### src/rtl/int_sync_crossing_sink.sv
// Interrupt crossing sink: per-line synchronizer, optional glitch filter, sticky rising-edge pending flags.
// Build option: define INT_SYNC_CROSSING_SINK_FILTER_EN to insert the glitch filter ahead of auto_out.
module int_sync_crossing_sink #(
   parameter int WIDTH         = 4,
   parameter int SYNC_STAGES   = 3,
   parameter int FILTER_CYCLES = 4
) (
   input  logic             clock,
   input  logic             reset,
   input  logic [WIDTH-1:0] auto_in_sync,
   output logic [WIDTH-1:0] auto_out,
   output logic [WIDTH-1:0] pend,
   input  logic [WIDTH-1:0] clr
);

   if (WIDTH < 1 || WIDTH > 32) begin : g_bad_width
      $error("int_sync_crossing_sink: WIDTH must be 1..32");
   end
   if (SYNC_STAGES < 2 || SYNC_STAGES > 4) begin : g_bad_sync
      $error("int_sync_crossing_sink: SYNC_STAGES must be 2..4");
   end
   if (FILTER_CYCLES < 2 || FILTER_CYCLES > 15) begin : g_bad_filter
      $error("int_sync_crossing_sink: FILTER_CYCLES must be 2..15");
   end

   // sync_q[0] is the first flop after the asynchronous boundary
   logic [SYNC_STAGES-1:0][WIDTH-1:0] sync_q;
   logic [WIDTH-1:0]                  sync_out;
   logic [WIDTH-1:0]                  prev;
   logic [WIDTH-1:0]                  rise;

   always_ff @(posedge clock or negedge reset) begin
      if (!reset) begin
         sync_q <= '0;
      end else begin
         sync_q <= {sync_q[SYNC_STAGES-2:0], auto_in_sync};
      end
   end

   assign sync_out = sync_q[SYNC_STAGES-1];

`ifdef INT_SYNC_CROSSING_SINK_FILTER_EN
   // A line only changes once the synchronized value has disagreed with auto_out for FILTER_CYCLES edges
   logic [WIDTH-1:0][3:0] cnt;
   logic [WIDTH-1:0]      filt_q;

   always_ff @(posedge clock or negedge reset) begin
      if (!reset) begin
         cnt    <= '0;
         filt_q <= '0;
      end else begin
         for (int i = 0; i < WIDTH; i++) begin
            if (sync_out[i] == filt_q[i]) begin
               cnt[i] <= 4'd0;
            end else if (cnt[i] == 4'(FILTER_CYCLES - 1)) begin
               filt_q[i] <= sync_out[i];
               cnt[i]    <= 4'd0;
            end else begin
               cnt[i] <= cnt[i] + 4'd1;
            end
         end
      end
   end

   assign auto_out = filt_q;
`else
   assign auto_out = sync_out;
`endif

   assign rise = auto_out & ~prev;

   // set takes priority over a same-cycle clear
   always_ff @(posedge clock or negedge reset) begin
      if (!reset) begin
         prev <= '0;
         pend <= '0;
      end else begin
         prev <= auto_out;
         pend <= (pend & ~clr) | rise;
      end
   end

endmodule

### config.mk
export PLATFORM = sky130hd
export DESIGN_NAME = int_sync_crossing_sink
export DESIGN_NICKNAME = d
export VERILOG_FILES = /design/src/rtl/int_sync_crossing_sink.sv
export SDC_FILE = /design/constraint.sdc
export NUM_CORES = 1
export LEC_CHECK = 0
export ABC_CLOCK_PERIOD_IN_PS = 840
export BUFFER_PORTS_ARGS = -buffer_cell sky130_fd_sc_hd__buf_2
export CAP_MARGIN = 20
export CELL_PAD_IN_SITES_DETAIL_PLACEMENT = 1
export CELL_PAD_IN_SITES_GLOBAL_PLACEMENT = 1
export CORE_UTILIZATION = 25
export CTS_CLUSTER_SIZE = 24
export DETAILED_ROUTE_END_ITERATION = 10
export PLACE_DENSITY_LB_ADDON = 0.25
export SETUP_SLACK_MARGIN = 0.2
export SYNTH_ARGS = -nofsm -noshare
export SYNTH_HDL_FRONTEND = slang
export SYNTH_SLANG_ARGS = --single-unit
### constraint.sdc
create_clock -name clock -period 0.84 [get_ports clock]
set_clock_uncertainty 0.2 [all_clocks]
set_input_delay 0.042 -clock clock [delete_from_list [all_inputs] [get_ports clock]]
set_output_delay 0.042 -clock clock [all_outputs]
set_load 0.02 [all_outputs]
==> reports/qor.csv <==
metric;value;unit
Clk pwr share;29.5;%
FP Rows;17;
failing checks;negative hold slack, negative setup slack;
Slew HR;71.2;%
leading cell types in the layout, fill and taps excluded;dfrtp_1, buf_6, buf_2;
switching share of power;22.2;%
critical-path cell list;buf_6;
# diodes;0;
Die Ht;51.4;um
yosys warns;0;
Seq pwr share;57.4;%
period utilisation layout;130;%
worst-case hold slack;-0.527;ns
clk sinks;20;
Post-Syn Instances;36;
fillers;238;
post-synthesis sequential area ratio;82.0;%
static leakage;0.439;nW
first-pass detailed-route iteration total;1;
num ports;18;
post-synthesis net count;46;
Tot Pwr;1.83;mW
Detailed Route WL;821;um
Initial Util;27.1;%
Hold Vio Cnt, Final;28;
worst slew pin tran;0.432;ns
All-Layer GR Usage;7.78;%
CP max FO;2;
Crit path arrival time;0.85;ns
vias;335;
cell area after synthesis;611;um2
met1 wire length;347;um
Setup TNS Final;-2.67;ns
layout cells sized above 1;74.6;%
Critical Path Start;auto_out[0];
Via density;3.68;
met3 WL;61;um
Worst Path Required;0.60;ns
DR WL/cell;9.02;um
worst setup path endpoint;auto_out[0];
Final ANT Viol Nets;0;
Crit Path Category;reg -> out;
CP max stage delay;0.42;ns
Max rail drop VDD;0.931;mV
#FFs+latches synth;20;
CTS buffer count;3;
Max Freq;0.918;GHz
R2R Path End;pend[0];
setup violators final;13;
largest net degree at the start of global routing;21;
Pint;1.42;mW
Die X;51.4;um
Min-Delay Path Class;in -> async;
commonest non-fill, non-tap cell in the layout;dfrtp_1;
R2R depth;4;
RePlAce Congestion;0.554;
root buffer cell;clkbuf_4;
fin crit period;1.09;ns
setup ws final;-0.250;ns
CP Buf/Inv Count;1;
Iteration-0 DRC Markers;0;
RSZ-0062 raised after global routing;true;
Overflow after GRT;0;
CTS Buffer Depth;2;
max-slew violations;0;
area of the core;0.00225;mm2
status;complete, but fails checks;
initial antenna violation count;0;
port bufs;17;
Crit-path slowest cell;dfrtp_1;
Placed Instance Area;706;um2
DR WL met2;411;um
first-pass GRT wire length;1.43;mm
# H-tree levels;1;
Final Cell Area;896;um2
Nets;74;
CTS tree;built;
family with the most delay on the worst path;flip-flops;
Syn Area/Cell;17.0;um2
NetSw;0.406;mW
worst skew pair latency;0.29;ns
r2r setup slk;-0.22;ns
post-DP HPWL;502;um
die area;0.00264;mm2
FF-to-FF Start;pend[0];
pwr dens;2040;mW/mm2
count of different cell masters after synthesis;4;
number of global-route vias before repair;346;
Worst setup EP type;primary output;
maxcap violations;0;
DRC viols;0;
instance count on the critical path;1;
clock-pin transition on the worst setup and hold timing paths;0.11;ns
DR top layer;met3;
startpoint types;flip-flop;
Layout area overhead;46.7;%
Comb power frac;13.1;%
[cell usage after synthesis]
cell type / instances / share of area, %
dfrtp_1: 20 / 82
o22ai_2: 4 / 8.2
inv_1: 8 / 4.9
buf_4: 4 / 4.9
[stage by stage]
step / setup WS, ns / utilization [%] / instances
after detailed placement: -0.0000255 / 31.3 / 77
after floorplan: -0.0350 / - / 36
final: -0.250 / 39.7 / 91
after global placement: 0.0130 / 31.3 / 77
after CTS: -0.265 / 38.0 / 88
after global routing: -0.304 / 39.7 / 91
[how the worst min path moves through the flow]
stage	cells after the start	end	slack [ns]
after floorplan	0	auto_out[0]	-0.45
after global placement	1	sync_q[3]	-0.19
after detailed placement	1	sync_q[1]	-0.19
after CTS	1	sync_q[1]	-0.52
after global routing	1	sync_q[1]	-0.52
final	1	sync_q[3]	-0.53
[routing by layer]
| metal | global-route usage, % | vias to the layer above |
|---|---|---|
| met1 | 8.47 | 163 |
| li1 | - | 158 |
| met2 | 12.6 | 14 |
| met4 | 5.41 | 0 |
| met5 | 0 | - |
| met3 | 2.68 | 0 |
[what timing repair did]
action / 4_1_cts / 5_1_grt
pin swaps: 0 / 1
setup endpoints to repair: 24 / 24
hold endpoints to repair: 28 / 28
resized for setup: 22 / 6
buffers inserted: 7 / 3
[cell type report]
| type | count | area [um2] | share of cell area [%] |
|---|---|---|---|
| clock buffer | 4 | 36.3 | 4.05 |
| multi-input combinational | 4 | 50.0 | 5.59 |
| tap | 28 | 35.0 | 3.91 |
| inverter | 8 | 32.5 | 3.63 |
| sequential | 20 | 505 | 56.4 |
| timing repair buffer | 27 | 236 | 26.4 |
[state kept, by name, indices dropped and copies added (netlist names)]
name      cells
prev          4
auto_out      4
pend          4
sync_q        8
[power groups by stage]
stage	Clock [mW]	Sequential, mW	Combinational (mW)
after floorplan	0	1.09	0.0659
after global placement	0	1.06	0.138
after detailed placement	0	1.07	0.140
after CTS	0.564	1.05	0.215
after global routing	0.621	1.06	0.258
final	0.539	1.05	0.240
[cell families (layout without fill, tap and decap cells)]
| group | after synthesis | after routing | synth area share, % |
|---|---|---|---|
| buf+inv | 12 | 39 | 9.84 |
| compound gates | 4 | 4 | 8.20 |
| flops | 20 | 20 | 82.0 |
Power figures use the tool's default switching activity.
